File: config.mk
export PLATFORM = sky130hd
export DESIGN_NAME = ne_serial_ctrl
export DESIGN_NICKNAME = d
export VERILOG_FILES = /design/src/rtl/ne_serial_ctrl.sv
export SDC_FILE = /design/constraint.sdc
export NUM_CORES = 1
export LEC_CHECK = 0
export BUFFER_PORTS_ARGS = -buffer_cell sky130_fd_sc_hd__buf_4
export CORE_UTILIZATION = 58
export DETAILED_ROUTE_END_ITERATION = 12
export MAX_ROUTING_LAYER = met4
export PLACE_DENSITY_LB_ADDON = 0.2
export SLEW_MARGIN = 20
export SYNTH_ARGS = -nofsm -noshare
export SYNTH_HDL_FRONTEND = slang
export SYNTH_SLANG_ARGS = --single-unit
File: constraint.sdc
create_clock -name clk -period 3.7 [get_ports clk]
set_clock_uncertainty 0.15 [all_clocks]
set_input_delay 0 -clock clk [delete_from_list [all_inputs] [get_ports clk]]
set_output_delay 0 -clock clk [all_outputs]
set_load 0.03 [all_outputs]
File: src/rtl/ne_serial_ctrl.sv
// ne_serial_ctrl -- multi-cycle WIDTH-bit not-equal sequencer.
//
// Compares A and B CHUNK bits per cycle, LSB chunk first, so a narrow NE
// slice can be reused instead of a full-width OR chain. Operand pairs come in
// over a valid/ready handshake; the result (Y = A != B, plus the index of the
// lowest differing chunk) is held on out_valid until out_ready.
//
// Ports:
//   clk        rising-edge clock
//   rst        asynchronous active-high reset
//   in_valid   operand pair valid           in_ready   pair accepted (IDLE only)
//   A, B       WIDTH-bit operands, sampled on accept
//   out_valid  result valid (DONE)          out_ready  consumer takes result
//   Y          1 when A != B                diff_idx   lowest mismatching chunk
//   busy       controller not in IDLE
//
// Optional feature: define NE_EARLY_EXIT_EN to finish on the first mismatching
// chunk. Left undefined, latency is a fixed NCHUNK cycles (data-independent).
module ne_serial_ctrl #(
  parameter int WIDTH = 32,
  parameter int CHUNK = 4,
  localparam int NCHUNK = WIDTH / CHUNK,
  localparam int CW = (NCHUNK > 1) ? $clog2(NCHUNK) : 1
) (
  input  logic             clk,
  input  logic             rst,
  input  logic             in_valid,
  output logic             in_ready,
  input  logic [WIDTH-1:0] A,
  input  logic [WIDTH-1:0] B,
  output logic             out_valid,
  input  logic             out_ready,
  output logic             Y,
  output logic [CW-1:0]    diff_idx,
  output logic             busy
);

  if ((CHUNK < 1) || (CHUNK > WIDTH) || ((WIDTH % CHUNK) != 0)) begin : g_bad_param
    $error("ne_serial_ctrl: CHUNK must divide WIDTH and lie in 1..WIDTH");
  end

  typedef enum logic [1:0] {S_IDLE, S_RUN, S_DONE} state_t;

  state_t           state_q, state_d;
  logic [WIDTH-1:0] a_sh_q, a_sh_d;
  logic [WIDTH-1:0] b_sh_q, b_sh_d;
  logic [CW-1:0]    cnt_q, cnt_d;
  logic             acc_q, acc_d;
  logic             found_q, found_d;
  logic [CW-1:0]    idx_q, idx_d;

  logic m;
  logic last;

  // Mismatch in the chunk currently at the bottom of the shift registers.
  assign m    = |(a_sh_q[CHUNK-1:0] ^ b_sh_q[CHUNK-1:0]);
  assign last = (cnt_q == CW'(NCHUNK - 1));

  always_comb begin
    state_d = state_q;
    a_sh_d  = a_sh_q;
    b_sh_d  = b_sh_q;
    cnt_d   = cnt_q;
    acc_d   = acc_q;
    found_d = found_q;
    idx_d   = idx_q;
    case (state_q)
      S_IDLE: begin
        if (in_valid) begin
          a_sh_d  = A;
          b_sh_d  = B;
          cnt_d   = '0;
          acc_d   = 1'b0;
          found_d = 1'b0;
          idx_d   = '0;
          state_d = S_RUN;
        end
      end
      S_RUN: begin
        // Only the first mismatching chunk records its index.
        if (m && !found_q) begin
          idx_d   = cnt_q;
          found_d = 1'b1;
        end
        acc_d  = acc_q | m;
        a_sh_d = a_sh_q >> CHUNK;
        b_sh_d = b_sh_q >> CHUNK;
        // Saturate on the last chunk so the counter never wraps.
        cnt_d  = last ? cnt_q : cnt_q + CW'(1);
        if (last) state_d = S_DONE;
`ifdef NE_EARLY_EXIT_EN
        if (m) state_d = S_DONE;
`endif
      end
      S_DONE: begin
        if (out_ready) state_d = S_IDLE;
      end
      default: state_d = S_IDLE;
    endcase
  end

  always_ff @(posedge clk or posedge rst) begin
    if (rst) begin
      state_q <= S_IDLE;
      a_sh_q  <= '0;
      b_sh_q  <= '0;
      cnt_q   <= '0;
      acc_q   <= 1'b0;
      found_q <= 1'b0;
      idx_q   <= '0;
    end else begin
      state_q <= state_d;
      a_sh_q  <= a_sh_d;
      b_sh_q  <= b_sh_d;
      cnt_q   <= cnt_d;
      acc_q   <= acc_d;
      found_q <= found_d;
      idx_q   <= idx_d;
    end
  end

  // in_ready is gated by rst so nothing is accepted while reset is held.
  assign in_ready  = (state_q == S_IDLE) && !rst;
  assign out_valid = (state_q == S_DONE);
  assign busy      = (state_q != S_IDLE);
  assign Y         = acc_q;
  assign diff_idx  = idx_q;

endmodule
==> results.toml <==
[detailed_routing]
drc = 0
num_vias = 2694
drt_pass1_iterations = 4
totalWireLength_um = 7570
drt_iter0_drc = 147
wl_per_cell_um = 14.7
vias_per_cell = 5.22
final_antenna_net_count = 0

[yosys]
synth.net_count = 376
ys_types = 28
synthCells = 306
synth_warnings = 0
netlist_area_um2 = 3420
ys_seq_elements = 74
yosysSeqAreaShare_pct = 54.1
syn_avg_cell_area_um2 = 11.2

[pwr]
power_frac_seq_pct = 40.3
power_switching_uw = 1310
netSwitchingFraction_pct = 37.8
p_leak_uw = 0.00222
power.density_nw_per_um2 = 722
pwr-share-comb_pct = 42.7
p_clk_share_pct = 17.0
power.total_uw = 3460
p_int_uw = 2150
vdd_drop_max_mv = 0.536

[global_routing]
grt_pass1_vias = 2731
grt_pass1_wl_um = 12300
antenna_found_initial = 0
grt_overflow = 0
grt_max_degree = 63
grt.total_usage_pct = 27.2

[floorplan]
start_util_pct = 61.0
rows = 27
dieHeight_um = 78.8
coreArea_um2 = 5610
ioPinCount = 75
die_width_um = 78.8
dieArea_um2 = 6210

[clocking]
post_cts_buffers = 0
cts_tree = "yes"
clock_tree.root_cell = "clkbuf_8"
htreeDepth = 3
cts-resized-gates = 0
clock_latency_ns = 0.34
clock_sinks = 74
cts_buffers = 9
clkTransAtPathRegs_ns = 0.08
clock_path_buffers = 2

[setup_path]
worstPathRequired_ns = 3.77
r2r_cells = 3
endpoint_kind = "flop"
crit_type = "flop to flop"
r2r_slack_ns = 1.63
crit_fanout = 14
cp.arrival_ns = 2.14
crit_path_start_kind = "flop"
worstReg2RegEnd = "cnt_q[0]$_DFFE_PP0P_"
r2r_start = "state_q[0]$_DFFE_PP0P_"
setup.worst_path.start = "state_q[0]$_DFFE_PP0P_"

[timing]
fin_crit_sh_pct = 55.9
worst_pin_slew_ns = 1.02
relSlewSlack_pct = 31.9
setup_viol = 0
finalHoldViolations = 0
fin_crit_ns = 2.07
finalSetupTns_ns = 0
drv_slew = 0
max_freq_mhz = 484
rsz0062_at_grt = "false"

[layout]
diodes = 0
fillCellCount = 312
fin_area_um2 = 4800
instances_no_fill = 516
register_area_um2 = 1850
nets = 509
multiInputGateArea_um2 = 1400
synthToLayoutAreaGrowth_pct = 40.1
drive_gt1_share_pct = 22.7

[worst_hold_path]
worstHoldStart = "in_valid"
hp-class = "input pin to flop"
hold_end = "Y$_DFFE_PP0P_"
min_path_cells = 3

[placement]
io_buffers = 74
hpwl_um = 4270
place_area_um2 = 3940
routabilityCongestion = 0.753
dp_cells = 434

[run_status]
status = "complete, no violations"

[job]
maxCapViolCount = 0
cells in the final DEF, fill, tap and decap left out:
cell type / netlist / final
buf_4: 1 / 77
dfrtp_1: 74 / 74
dlygate4sd3_1: 0 / 66
mux2i_1: 56 / 56
nand2_1: 56 / 56
o21ai_0: 39 / 39
o21ai_1: 18 / 18
clkbuf_8: 0 / 12
a22o_1: 10 / 10
inv_1: 6 / 5
nor2b_1: 4 / 4
xor2_1: 4 / 4
clkinvlp_4: 0 / 3
nor3b_2: 2 / 2
mux2_1: 2 / 2
nor2_1: 2 / 2
mux2_2: 2 / 2
ha_1: 2 / 2
o21bai_4: 0 / 1
nand2b_4: 0 / 1
o41ai_4: 1 / 1
nor3b_1: 1 / 1
or2_2: 1 / 1
inv_2: 0 / 1
nor4_1: 1 / 1
o22ai_1: 1 / 1
o2bb2ai_1: 1 / 1
clkbuf_1: 5 / 1
cell usage after synthesis:
master	count	area (um2)
a22o_1	10	87.6
buf_12	3	60.1
buf_2	8	40.0
buf_4	1	7.51
buf_6	3	33.8
clkbuf_1	5	18.8
clkbuf_2	1	5.00
dfrtp_1	74	1850
ha_1	2	25.0
inv_1	6	22.5
mux2_1	2	22.5
mux2_2	2	22.5
mux2i_1	56	561
nand2_1	56	210
nand2b_1	1	6.26
nor2_1	2	7.51
nor2b_1	4	25.0
nor3b_1	1	7.51
nor3b_2	2	25.0
nor4_1	1	6.26
o21ai_0	39	195
o21ai_1	18	90.1
o21bai_1	1	7.51
o22ai_1	1	6.26
o2bb2ai_1	1	8.76
o41ai_4	1	27.5
or2_2	1	6.26
xor2_1	4	35.0
power groups by stage:
| stage | Clock (uW) | Combinational [uW] | Sequential (uW) |
|---|---|---|---|
| CTS | 599 | 1470 | 1390 |
| detailed placement | 0 | 1400 | 1410 |
| floorplan | 0 | 1210 | 1380 |
| global route | 622 | 1630 | 1440 |
| global placement | 0 | 1350 | 1390 |
| finish | 590 | 1480 | 1390 |
worst max-delay path by stage:
stage                                       to  cells after the start
after floorplan                  Y$_DFFE_PP0P_                      1
after global placement    cnt_q[0]$_DFFE_PP0P_                      3
after detailed placement  cnt_q[0]$_DFFE_PP0P_                      3
after CTS                 cnt_q[0]$_DFFE_PP0P_                      3
after global routing      cnt_q[0]$_DFFE_PP0P_                      3
final                     cnt_q[0]$_DFFE_PP0P_                      3
cell type report:
class / count / area share (%)
Sequential cell: 74 / 38.6
Multi-Input combinational cell: 205 / 29.2
Timing Repair Buffer: 143 / 25.8
Clock buffer: 13 / 3.52
Tap cell: 72 / 1.88
Clock inverter: 3 / 0.470
Inverter: 6 / 0.470
worst max-delay path: stages (launching register included):
cell     delay (ns)
dfrtp_1        0.49
nor3b_2        0.78
nor2_1         0.21
mux2_2         0.32
per-layer routing:
layer | part of all wire (%) | GRT usage [%] | wire, um
met2 | 51 | 46.9 | 3870
met3 | 3.2 | 4.14 | 241
met1 | 44 | 32.1 | 3310
met4 | 1.9 | 11.1 | 145
met5 | 0 | - | 0
registers in the layout, summed over array words and instances, names as in the netlist:
signal	flops
state_q	2
cnt_q	3
diff_idx	3
found_q	1
Y	1
b_sh_q	32
a_sh_q	32
stage by stage:
step	setup slack, ns	utilization (%)	hold slack (ns)
finish	1.63	85.5	0.0840
global route	1.46	85.5	0.124
CTS	1.62	85.5	0.0715
detailed placement	1.65	70.3	0.0210
global placement	1.73	70.3	0.0199
floorplan	1.67	-	-0.0382
cell families (layout without fill, tap and decap cells):
family / after synthesis / in the layout / share of synthesized area, %
flip-flops: 74 / 74 / 54.1
buffers and inverters: 27 / 165 / 5.48
multiplexers: 60 / 60 / 17.7
XOR/XNOR: 4 / 4 / 1.02
adder cells (fa/ha/maj): 2 / 2 / 0.731
AND/OR/NAND/NOR: 68 / 68 / 8.59
AO/OA/AOI/OAI: 71 / 71 / 12.4
repair_timing:
| action | CTS | global route |
|---|---|---|
| endpoints found under the setup margin | 0 | 0 |
| hold buffers | 66 | 0 |
| endpoints found under the hold margin | 99 | 0 |
No activity file was read; power rests on OpenSTA's default activity.
